==> config.mk <==
export PLATFORM = sky130hd
export DESIGN_NAME = lns_align_stage
export DESIGN_NICKNAME = d
export VERILOG_FILES = /design/src/rtl/lns_align_stage.sv
export SDC_FILE = /design/constraint.sdc
export NUM_CORES = 1
export LEC_CHECK = 0
export CAP_MARGIN = 20
export CORE_ASPECT_RATIO = 1.25
export CORE_MARGIN = 5
export CORE_UTILIZATION = 48
export CTS_CLUSTER_SIZE = 14
export DETAILED_ROUTE_END_ITERATION = 12
export PLACE_DENSITY = 0.76
export RECOVER_POWER = 50
export SLEW_MARGIN = 20
export SYNTH_ARGS = -nofsm -noshare
export SYNTH_HDL_FRONTEND = slang
export SYNTH_SLANG_ARGS = --single-unit
==> constraint.sdc <==
create_clock -name clk -period 2.5 [get_ports clk]
set_input_delay 0.25 -clock clk [delete_from_list [all_inputs] [get_ports clk]]
set_output_delay 0.25 -clock clk [all_outputs]
set_load 0.02 [all_outputs]
==> src/rtl/lns_align_stage.sv <==
// Operand-alignment front end for the LNS fused multiply-add: selects the larger-magnitude
// operand and forms the saturated Gaussian-log table index, as a two-stage valid/ready pipeline.
module lns_align_stage #(
  parameter int LW        = 11,
  parameter int ADD_SHIFT = 2,
  parameter int SUB_SHIFT = 0
) (
  input  logic          clk,
  input  logic          rst,
  input  logic          in_valid,
  output logic          in_ready,
  input  logic [LW-1:0] a_log,
  input  logic [LW-1:0] b_log,
  input  logic          a_sign,
  input  logic          b_sign,
  input  logic          a_zero,
  input  logic          b_zero,
  output logic          out_valid,
  input  logic          out_ready,
  output logic [LW-1:0] out_max_log,
  output logic          out_sign,
  output logic          out_sub,
  output logic [5:0]    out_idx,
  output logic          out_bypass,
  output logic          out_zero
);

  localparam logic [LW:0] ADD_SAT = (LW+1)'(31);
  localparam logic [LW:0] SUB_SAT = (LW+1)'(63);

  // Stage 1: raw operands plus the sign-extended log difference
  logic          s1_valid;
  logic [LW-1:0] s1_a_log, s1_b_log;
  logic          s1_a_sign, s1_b_sign, s1_a_zero, s1_b_zero;
  logic [LW:0]   s1_d;

  logic s1_adv, s2_adv;
  logic [LW:0] d_next;

  assign s2_adv   = !out_valid || out_ready;
  assign s1_adv   = !s1_valid || s2_adv;
  assign in_ready = s1_adv;

  // One extra bit makes the difference of two LW-bit signed values exact.
  assign d_next = {a_log[LW-1], a_log} - {b_log[LW-1], b_log};

  // NOTE: data registers are reset as well so every output is a defined 0 after reset;
  // they are plain flops, not memories, so the reset costs nothing structural.
  always_ff @(posedge clk or posedge rst) begin
    if (rst) begin
      s1_valid  <= 1'b0;
      s1_a_log  <= '0;
      s1_b_log  <= '0;
      s1_a_sign <= 1'b0;
      s1_b_sign <= 1'b0;
      s1_a_zero <= 1'b0;
      s1_b_zero <= 1'b0;
      s1_d      <= '0;
    end else if (s1_adv) begin
      // NOTE: non-blocking assignments keep every flop sampling pre-edge values.
      s1_valid <= in_valid;
      if (in_valid) begin
        s1_a_log  <= a_log;
        s1_b_log  <= b_log;
        s1_a_sign <= a_sign;
        s1_b_sign <= b_sign;
        s1_a_zero <= a_zero;
        s1_b_zero <= b_zero;
        s1_d      <= d_next;
      end
    end
  end

  // Stage 2 combinational alignment
  logic          d_neg;
  logic [LW:0]   mag, add_sh, sub_sh;
  logic [5:0]    add_idx, sub_idx;
  logic [LW-1:0] nxt_max_log;
  logic          nxt_sign, nxt_sub, nxt_bypass, nxt_zero;
  logic [5:0]    nxt_idx;

  assign d_neg   = s1_d[LW];
  assign mag     = d_neg ? -s1_d : s1_d;
  assign add_sh  = mag >> ADD_SHIFT;
  assign sub_sh  = mag >> SUB_SHIFT;
  // Saturate on the full-width value so large differences never alias to small indices.
  assign add_idx = (add_sh > ADD_SAT) ? 6'd31 : add_sh[5:0];
  assign sub_idx = (sub_sh > SUB_SAT) ? 6'd63 : sub_sh[5:0];

  always_comb begin
    // NOTE: every output gets a default first so no path through the block infers a latch.
    nxt_max_log = '0;
    nxt_sign    = 1'b0;
    nxt_sub     = 1'b0;
    nxt_idx     = '0;
    nxt_bypass  = 1'b0;
    nxt_zero    = 1'b0;
    if (s1_a_zero && s1_b_zero) begin
      nxt_zero = 1'b1;
    end else if (s1_a_zero) begin
      nxt_bypass  = 1'b1;
      nxt_max_log = s1_b_log;
      nxt_sign    = s1_b_sign;
    end else if (s1_b_zero) begin
      nxt_bypass  = 1'b1;
      nxt_max_log = s1_a_log;
      nxt_sign    = s1_a_sign;
    end else begin
      nxt_max_log = d_neg ? s1_b_log  : s1_a_log;
      nxt_sign    = d_neg ? s1_b_sign : s1_a_sign;
      nxt_sub     = s1_a_sign ^ s1_b_sign;
      nxt_idx     = nxt_sub ? sub_idx : add_idx;
      nxt_zero    = nxt_sub && (mag == '0);
    end
  end

  always_ff @(posedge clk or posedge rst) begin
    if (rst) begin
      out_valid   <= 1'b0;
      out_max_log <= '0;
      out_sign    <= 1'b0;
      out_sub     <= 1'b0;
      out_idx     <= '0;
      out_bypass  <= 1'b0;
      out_zero    <= 1'b0;
    end else if (s2_adv) begin
      out_valid <= s1_valid;
      if (s1_valid) begin
        out_max_log <= nxt_max_log;
        out_sign    <= nxt_sign;
        out_sub     <= nxt_sub;
        out_idx     <= nxt_idx;
        out_bypass  <= nxt_bypass;
        out_zero    <= nxt_zero;
      end
    end
  end

endmodule

==> reports/metrics.yaml, run 1 <==
timing:
  slew_viol_final: 0
  worst_slew_pin_slew_ns: 1.10
  hold_viol_final: 0
  slew_headroom_pct: 26.5
  whs_ns: 0.478
  period_share_pct: 96.1
  setup_viol: 0
  fin_skew_ns: 0.00888
  fmax_ghz: 0.416
  fin_crit_ns: 2.40
detailed_routing:
  vias: 2613
  drt_iter0_markers: 102
  via_per_inst: 5.44
  wl_per_cell_um: 14.9
  drc: 0
  first_pass_iters: 4
  ant_nets: 0
  drt-total-wl_mm: 7.15
placement:
  gp_congestion: 0.903
  io_buffers: 52
  hpwl_mm: 5.33
  dp_cells: 463
synth:
  synthesis.nets: 358
  synthTopCellsByArea: "dfrtp_1 48%, mux2_2 5.7%, o21ai_0 5.5%"
  postSynthAreaPerCell_um2: 10.1
  yosysTopAreaCellShare_pct: 48.1
  synthXorXnorAreaFrac_pct: 2.21
  yosysWarningCount: 0
  yosysMostFrequentCell: "dfrtp_1"
  synth_async_sr_flop_share_pct: 100
  synth_top_family_by_area: "compound AO/OA/AOI/OAI gates"
  synth-adder-area-share_pct: 5.75
  synthMuxAreaShare_pct: 9.46
  synthDistinctLibCells: 50
  synth-main-ff-cell: "dfrtp_1"
  yosys.area_share.simple_pct: 13.2
  synth_edf_count: 0
  synth_compound_area_share_pct: 17.7
  ys_seq_elements: 61
  synth_cells: 314
  synth-seq-area-share_pct: 48.1
  synth.cell_area_mm2: 0.00318
  yosysTopAreaCell: "dfrtp_1"
  netlist_top_cells_count: "61 x dfrtp_1, 45 x nand2_1, 35 x o21ai_0"
final_layout:
  stdcell_count: 480
  nNetsFinal: 432
  area_growth_syn_to_layout_pct: 30.8
  antenna_cells: 0
  n_fill_cell: 572
  drive_gt1_share_pct: 16.0
status:
  status: "complete, no violations"
critical_path:
  required_ns: 2.72
  worstSetupStartpointType: "flop"
  critical_path_class: "reg2reg"
  setup.worst_path.end_class: "flop"
  critPathArrivalTime_ns: 2.63
  crit_start: "s1_d[0]$_DFFE_PP0P_"
  path_max_fanout: 3
  r2r-start: "s1_d[0]$_DFFE_PP0P_"
global_routing:
  grt_util_all_layers_pct: 18.8
  grt_max_degree: 62
  grt_pass1_wl_mm: 12.0
  grt_overflow: 0
  grt_pass1_vias: 2669
  antenna_found_initial: 0
hold_path:
  hp-start: "out_max_log[0]$_DFFE_PP0P_"
  hold_class: "reg2reg"
pwr:
  power_uw: 3200
  p_leak_uw: 0.00185
  ir_drop_mv: 0.406
  p_per_area_mw_per_mm2: 771
cts:
  cts_made_buffers: 9
  clockBufferDepth: 2
  insertion_delay_ns: 0.33
  clock-sinks: 61
  h-tree-depth: 3
  cts_tree: "done"
  root_buffer: "clkbuf_8"
  clkTransAtPathRegs_ns: 0.07
  cts_hold_buffers: 0
floorplan:
  placementRows: 33
  die_h_um: 101
  pin_count: 53
  die-width_um: 82.8
  start_util_pct: 48.7
  die_area_mm2: 0.00835
  core_area_mm2: 0.00652
flow_run:
  max-cap-violations: 0
## timing repair
action                                  4_1_cts  5_1_grt
endpoints found under the setup margin        0        6
resized for setup                             0        6
buffers inserted                              0        1
## worst max-delay path, cell delays in order (launching register included)
cell	delay, ns
dfrtp_1	0.39
inv_2	0.07
ha_4	0.14
or4b_4	0.46
a21boi_1	0.16
o41ai_2	0.30
buf_4	0.17
o2111ai_2	0.11
or2_1	0.25
a32o_1	0.24
## layer usage
metal  vias to the layer above  global-route usage (%)  routed length (µm)
li1                       1272                       -                   -
met3                        17                    3.40                 272
met5                         -                       0                   0
met1                      1266                    22.3                2920
met4                         0                    10.7                 232
met2                        58                    31.3                3720
## where the power goes
group          switching (µW)  internal (µW)
logic                     503            483
clock network             371            541
registers                 134           1170
## cells in the final DEF, fill, tap and decap left out, types with 2 or more instances in the layout
cell             instances
nand2b_1                 6
nor2_1                  10
ha_1                    12
o21ai_1                  5
nor3_1                   5
xnor2_1                  4
nand3b_1                 2
a22o_1                   2
clkbuf_8                12
or3_1                    3
a21oi_1                  6
nor4_1                   3
o211ai_1                 2
a32o_1                   2
inv_2                    2
o21a_1                   7
clkbuf_2                 2
dfrtp_1                 61
mux2i_1                 12
buf_4                   20
clkdlybuf4s50_1         50
dlygate4sd3_1            2
nand3_1                  2
o21ai_0                 35
nor2b_1                  2
xor2_1                   4
and3_1                   2
inv_1                   17
mux2_2                  16
o31ai_1                 11
nand2_1                 44
## per-stage QoR
step                TNS [ns]  util, %  setup WS, ns  instance area (µm²)
global route         -0.0247     63.7       -0.0247                 4150
detailed placement    -0.189     60.5        -0.106                 3950
CTS                        0     63.8        0.0617                 4160
global placement     -0.0260     60.5       -0.0260                 3950
floorplan                  0        -         0.165                 3180
finish                     0     63.7        0.0978                 4150
## cell type report
type | instances | area, µm² | share of cell area (%)
clock buffers | 13 | 169 | 4.07
well taps | 87 | 109 | 2.62
repair buffers | 74 | 681 | 16.4
clock inverters | 3 | 42.5 | 1.02
flip-flops and latches | 61 | 1530 | 36.7
inverters | 19 | 71.3 | 1.72
multi-input cells | 223 | 1560 | 37.4
## cells by family (layout without fill, tap and decap cells)
| family | after synthesis | count (layout) |
|---|---|---|
| simple gates | 88 | 88 |
| compound gates | 85 | 85 |
| flops | 61 | 61 |
| buf+inv | 30 | 109 |
| mux | 28 | 28 |
| fa+ha+maj | 14 | 14 |
| xor+xnor | 8 | 8 |
## sequential cells by signal, indices dropped and copies added (netlist names)
| signal | cells |
|---|---|
| out_sign | 1 |
| out_max_log | 11 |
| out_bypass | 1 |
| s1_a_log | 11 |
| s1_b_zero | 1 |
| s1_valid | 1 |
| s1_a_zero | 1 |
| out_valid | 1 |
| s1_b_sign | 1 |
| out_sub | 1 |
| s1_d | 12 |
| out_idx | 6 |
| s1_a_sign | 1 |
| s1_b_log | 11 |
| out_zero | 1 |
## worst paths after layout
kind	to	slack [ns]	cells past startpoint
worst max-delay path	out_idx[3]$_DFFE_PP0P_	0.1	9
worst min-delay path	out_max_log[0]$_DFFE_PP0P_	0.48	2
worst max register to register	out_idx[3]$_DFFE_PP0P_	0.1	9
worst min register to register	out_max_log[0]$_DFFE_PP0P_	0.48	2
max in group asynchronous	s1_d[4]$_DFFE_PP0P_	0.54	3
min in group asynchronous	out_max_log[8]$_DFFE_PP0P_	0.52	2
Power figures use the tool's default switching activity.
==> run 2, diff against run 1 <==
- CTS_CLUSTER_SIZE: 14 -> unset
==> results of run 2 <==
The final DEF is identical to that of run 1; final timing and power are the same.
